`config.mk`:
```
export PLATFORM = sky130hd
export DESIGN_NAME = key_event
export DESIGN_NICKNAME = d
export VERILOG_FILES = /design/src/rtl/key_event.sv
export SDC_FILE = /design/constraint.sdc
export NUM_CORES = 1
export LEC_CHECK = 0
export CORE_MARGIN = 4
export CORE_UTILIZATION = 57
export CTS_CLUSTER_SIZE = 12
export DETAILED_ROUTE_END_ITERATION = 10
export PLACE_DENSITY_LB_ADDON = 0.05
export SLEW_MARGIN = 20
export SYNTH_ARGS = -nofsm -noshare
export SYNTH_HDL_FRONTEND = slang
export SYNTH_SLANG_ARGS = --single-unit
export TNS_END_PERCENT = 30
```
`constraint.sdc`:
```
create_clock -name BJ_CLK -period 2.4 [get_ports BJ_CLK]
set_input_delay 0.72 -clock BJ_CLK [delete_from_list [all_inputs] [get_ports BJ_CLK]]
set_output_delay 0.72 -clock BJ_CLK [all_outputs]
set_load 0.05 [all_outputs]
```
`src/rtl/key_event.sv`:
```
// key_event: turns a debounced, active-low key level into press / release /
// long-press / auto-repeat event pulses, plus a held level and press counter.
// Optional feature macro: KEY_EVENT_REPEAT_EN (defined -> auto-repeat in HOLD).
module key_event #(
    parameter int unsigned LONG_CYCLES   = 1500000,
    parameter int unsigned REPEAT_CYCLES = 300000
) (
    input  logic       BJ_CLK,
    input  logic       RESET,
    input  logic       BUTTON_IN,
    output logic       PRESS,
    output logic       RELEASE,
    output logic       LONG,
    output logic       REPEAT,
    output logic       HELD,
    output logic [7:0] PRESS_CNT
);

    typedef enum logic [1:0] {
        IDLE,
        DOWN,
        HOLD
    } state_t;

    localparam logic [21:0] LONG_TC   = 22'(LONG_CYCLES - 1);
    localparam logic [21:0] REPEAT_TC = 22'(REPEAT_CYCLES - 1);

`ifdef KEY_EVENT_REPEAT_EN
    localparam bit REPEAT_EN = 1'b1;
`else
    localparam bit REPEAT_EN = 1'b0;
`endif

    logic        sync1, sync2, sync3;
    logic        press_edge, release_edge;
    state_t      state, state_nxt;
    logic [21:0] timer, timer_nxt;
    logic        press_nxt, release_nxt, long_nxt, repeat_nxt;

    // Two-flop synchroniser plus history flop; all load "released" on reset
    always_ff @(posedge BJ_CLK) begin
        if (RESET) begin
            sync1 <= 1'b1;
            sync2 <= 1'b1;
            sync3 <= 1'b1;
        end else begin
            sync1 <= BUTTON_IN;
            sync2 <= sync1;
            sync3 <= sync2;
        end
    end

    assign press_edge   = sync3 & ~sync2;
    assign release_edge = ~sync3 & sync2;
    assign HELD         = ~sync3;

    // State, timer, registered event pulses and press counter
    always_ff @(posedge BJ_CLK) begin
        if (RESET) begin
            state     <= IDLE;
            timer     <= '0;
            PRESS     <= 1'b0;
            RELEASE   <= 1'b0;
            LONG      <= 1'b0;
            REPEAT    <= 1'b0;
            PRESS_CNT <= '0;
        end else begin
            state   <= state_nxt;
            timer   <= timer_nxt;
            PRESS   <= press_nxt;
            RELEASE <= release_nxt;
            LONG    <= long_nxt;
            REPEAT  <= repeat_nxt;
            if (press_nxt) begin
                PRESS_CNT <= PRESS_CNT + 8'd1;
            end
        end
    end

    // Next-state and event decode; release is checked first so it wins over
    // a coincident terminal count
    always_comb begin
        state_nxt   = state;
        timer_nxt   = timer;
        press_nxt   = 1'b0;
        release_nxt = 1'b0;
        long_nxt    = 1'b0;
        repeat_nxt  = 1'b0;
        case (state)
            IDLE: begin
                if (press_edge) begin
                    state_nxt = DOWN;
                    timer_nxt = '0;
                    press_nxt = 1'b1;
                end
            end
            DOWN: begin
                if (release_edge) begin
                    state_nxt   = IDLE;
                    release_nxt = 1'b1;
                end else if (timer == LONG_TC) begin
                    state_nxt = HOLD;
                    timer_nxt = '0;
                    long_nxt  = 1'b1;
                end else begin
                    timer_nxt = timer + 22'd1;
                end
            end
            HOLD: begin
                if (release_edge) begin
                    state_nxt   = IDLE;
                    release_nxt = 1'b1;
                end else if (REPEAT_EN && (timer == REPEAT_TC)) begin
                    timer_nxt  = '0;
                    repeat_nxt = 1'b1;
                end else if (REPEAT_EN) begin
                    timer_nxt = timer + 22'd1;
                end
            end
            default: begin
                state_nxt = IDLE;
            end
        endcase
    end

endmodule

```
==> impl_metrics.json <==
{
  "vias_per_cell": 6.021,
  "ctsRootBufferMaster": "clkbuf_4",
  "first_pass_iters": 4,
  "clk_latency_ns": 0.34,
  "worstPathBufferInverterCount": 1,
  "postRouteAntennaNets": 0,
  "cap_viol_max_count": 0,
  "finalHoldViolations": 0,
  "ys.warnings.count": 0,
  "antenna_found_initial": 0,
  "muxShareOfSynthArea_pct": 0.5128,
  "final_setup_skew_ns": 0.003487,
  "floorplan.die_area_sq_um": 4424,
  "finalSetupTns_ns": 0,
  "gr-usage-all-layers_pct": 21.79,
  "buffer_ports.inserted": 14,
  "synth_top_area_cells": "dfxtp_1 (39%), nand2_1 (4.8%), nand3_1 (4.6%), nand4_1 (3.8%), nor2_1 (3.7%)",
  "die_width_um": 66.52,
  "fillCellCount": 275,
  "n_antenna_cell": 0,
  "synth_compound_gate_area_share_pct": 11.73,
  "post-dp-hpwl_mm": 3.112,
  "layout_worst_path_cycle_share_pct": 96.08,
  "synth_enable_flop_cells": 0,
  "area_growth_pct": 11.15,
  "report.final.setup_viol": 0,
  "worst_path_max_delay_cell": "clkdlybuf4s50_1",
  "critical_path.startpoint_type": "flop",
  "boundaryPins": 16,
  "synth_seq_area_share_pct": 38.97,
  "cts_hold_repair.buffers": 0,
  "critical-path-max-stage-delay_ns": 0.83,
  "holdCritPathClass": "flop to flop",
  "cts_sinks": 38,
  "detail_route.iter0.violations": 108,
  "ys.flop_type": "dfxtp_1",
  "cts_made_buffers": 5,
  "synth.lib_cells_used.distinct": 47,
  "leakagePower_nw": 0.7640,
  "place_congestion": 0.9058,
  "post_synth_xor_area_fraction_pct": 6.282,
  "tightest_slew_ns": 0.7349,
  "syn_inst": 233,
  "critPathCaptureType": "output port",
  "grt_first_pass_wirelength_mm": 7.389,
  "max_freq_mhz": 433.7,
  "grt_max_degree": 29,
  "dr_total_vias": 1734,
  "floorplan.initialDensity_pct": 61.90,
  "synth.cells.most_frequent": "dfxtp_1 (38), nand2_1 (25), nor2_1 (19)",
  "max_slew_headroom_pct": 51.01,
  "syn-mean-instance-area_sq_um": 8.377,
  "post_route_cells_drive_above_1_share_pct": 8.197,
  "floorplan.rows": 20,
  "synthMostInstantiatedCell": "dfxtp_1",
  "layout.nets": 251,
  "number_of_flip_flops_and_latches_in_the_synthesized_netlist": 38,
  "final.hold.worst_slack_ns": 0.4372,
  "cp_delay_by_family_top": "buffers and inverters",
  "ir_drop_mv": 0.3723,
  "crit_chain": "clkdlybuf4s50_1",
  "synth_top_family_by_area": "simple AND/OR/NAND/NOR gates",
  "critical_path_start_end_classification": "flop to output port",
  "async_flop_share_pct": 0,
  "power_dens_cells_nw_per_um2": 556.6,
  "final_core_utilization_pct": 68.81,
  "cts_clock_pin_slew_for_the_worst_setup_and_hold_paths_ns": 0.11,
  "tritoncts": "built",
  "syn-cell-area_sq_um": 1952,
  "drv_slew": 0,
  "grt_setup_unrepaired": "no",
  "cp.arrival_ns": 1.59,
  "outcome": "finished, final reports clean",
  "path_max_fanout": 4,
  "first_global_vias": 1589,
  "yosys.area_share.adder_pct": 3.205,
  "post-synth-top-area-cell": "dfxtp_1",
  "synth_top_area_share_pct": 38.97,
  "detailed_route_wire_length_mm": 4.214,
  "route.detailed.drc": 0,
  "required_ns": 1.68,
  "clock_tree.buffer_depth": 2,
  "average_routed_wire_per_standard_cell_um": 14.63,
  "die_span_in_y_um": 66.52,
  "htree_num_levels": 2,
  "synth-simple-area-share_pct": 34.49,
  "grt_remaining_overflow": 0,
  "postSynthNetCount": 241,
  "core_sq_um": 3153,
  "period_minus_slack_ns": 2.306
}
[per-stage QoR]
stage | power, mW | area (sq um) | worst slack (ns) | cells
after floorplan | 0.8288 | 1952 | 0.5876 | 233
after global placement | 0.8671 | 2102 | 0.3645 | 280
after detailed placement | 0.8783 | 2102 | 0.2559 | 280
after CTS | 1.222 | 2162 | 0.02504 | 288
after global routing | 1.277 | 2170 | 0.0006004 | 288
final | 1.208 | 2170 | 0.09418 | 288
[path summary, 6_finish.rpt]
check	startpoint	endpoint	slack, ns	depth (start not counted)
max reg2reg	state[0]$_SDFFE_PP0P_	timer[12]$_SDFFE_PP0P_	0.24	7
min	sync1$_SDFF_PP1_	sync2$_SDFF_PP1_	0.44	1
min reg2reg	sync1$_SDFF_PP1_	sync2$_SDFF_PP1_	0.44	1
max	PRESS_CNT[2]$_SDFFE_PP0P_	PRESS_CNT[2]	0.09	1
[cell type report]
type / count / area [sq um] / area share, %
multi-input combinational: 175 / 1101 / 50.75
sequential: 38 / 760.7 / 35.06
timing repair buffer: 17 / 170.2 / 7.843
clock buffer: 7 / 55.05 / 2.537
tap: 44 / 55.05 / 2.537
inverter: 6 / 22.52 / 1.038
clock inverter: 1 / 5.005 / 0.2307
[state kept, by name, summed over array words and instances (netlist names)]
signal     count
timer         22
PRESS_CNT      8
state          2
LONG           1
PRESS          1
RELEASE        1
sync1          1
sync2          1
sync3          1
[cells in the final DEF (no fill, tap or decap), types with 3 or more instances in the layout]
cell type and count:
inv_1 6, clkdlybuf4s50_1 11, a31oi_1 7, o21ai_0 3
dfxtp_1 38, and3_1 5, a21oi_1 9, xor2_1 7
or4_1 3, nand3_1 18, nand2_1 25, nor3_1 4
or2_2 3, dlymetal6s2s_1 3, xnor2_1 7, nor4_1 8
or4b_1 3, nor2_1 19, clkbuf_4 5, ha_1 5
buf_4 3, o21ai_1 3, and4_1 3, or3_1 3
nand4_1 12
[where the power goes]
group | switching (mW) | total [mW] | internal [mW]
clock | 0.202 | 0.344 | 0.142
combinational | 0.146 | 0.213 | 0.0665
sequential | 0.00908 | 0.651 | 0.642
[cells by family after synthesis]
| group | count (synthesis) |
|---|---|
| buffers and inverters | 20 |
| adders and majority gates | 5 |
| muxes | 1 |
| DFF | 38 |
| and+or+nand+nor | 121 |
| xor gates and xnor gates | 14 |
| AOI/OAI and AO/OA | 33 |
| other | 1 |
[metal layers]
layer	GRT usage (%)	routed length [um]	up-vias
met2	34.57	2015	60
met3	5.902	234	7
li1	-	-	862
met1	27.58	1882	805
met4	9.391	82	0
met5	0	0	-
[timing repair]
action / in CTS / in global routing
gates resized for setup: 0 / 3
buffers inserted: 0 / 0
endpoints found under the hold margin: 0 / 0
endpoints found under the setup margin: 0 / 3
Note: power is estimated with default switching activity, not from simulation.
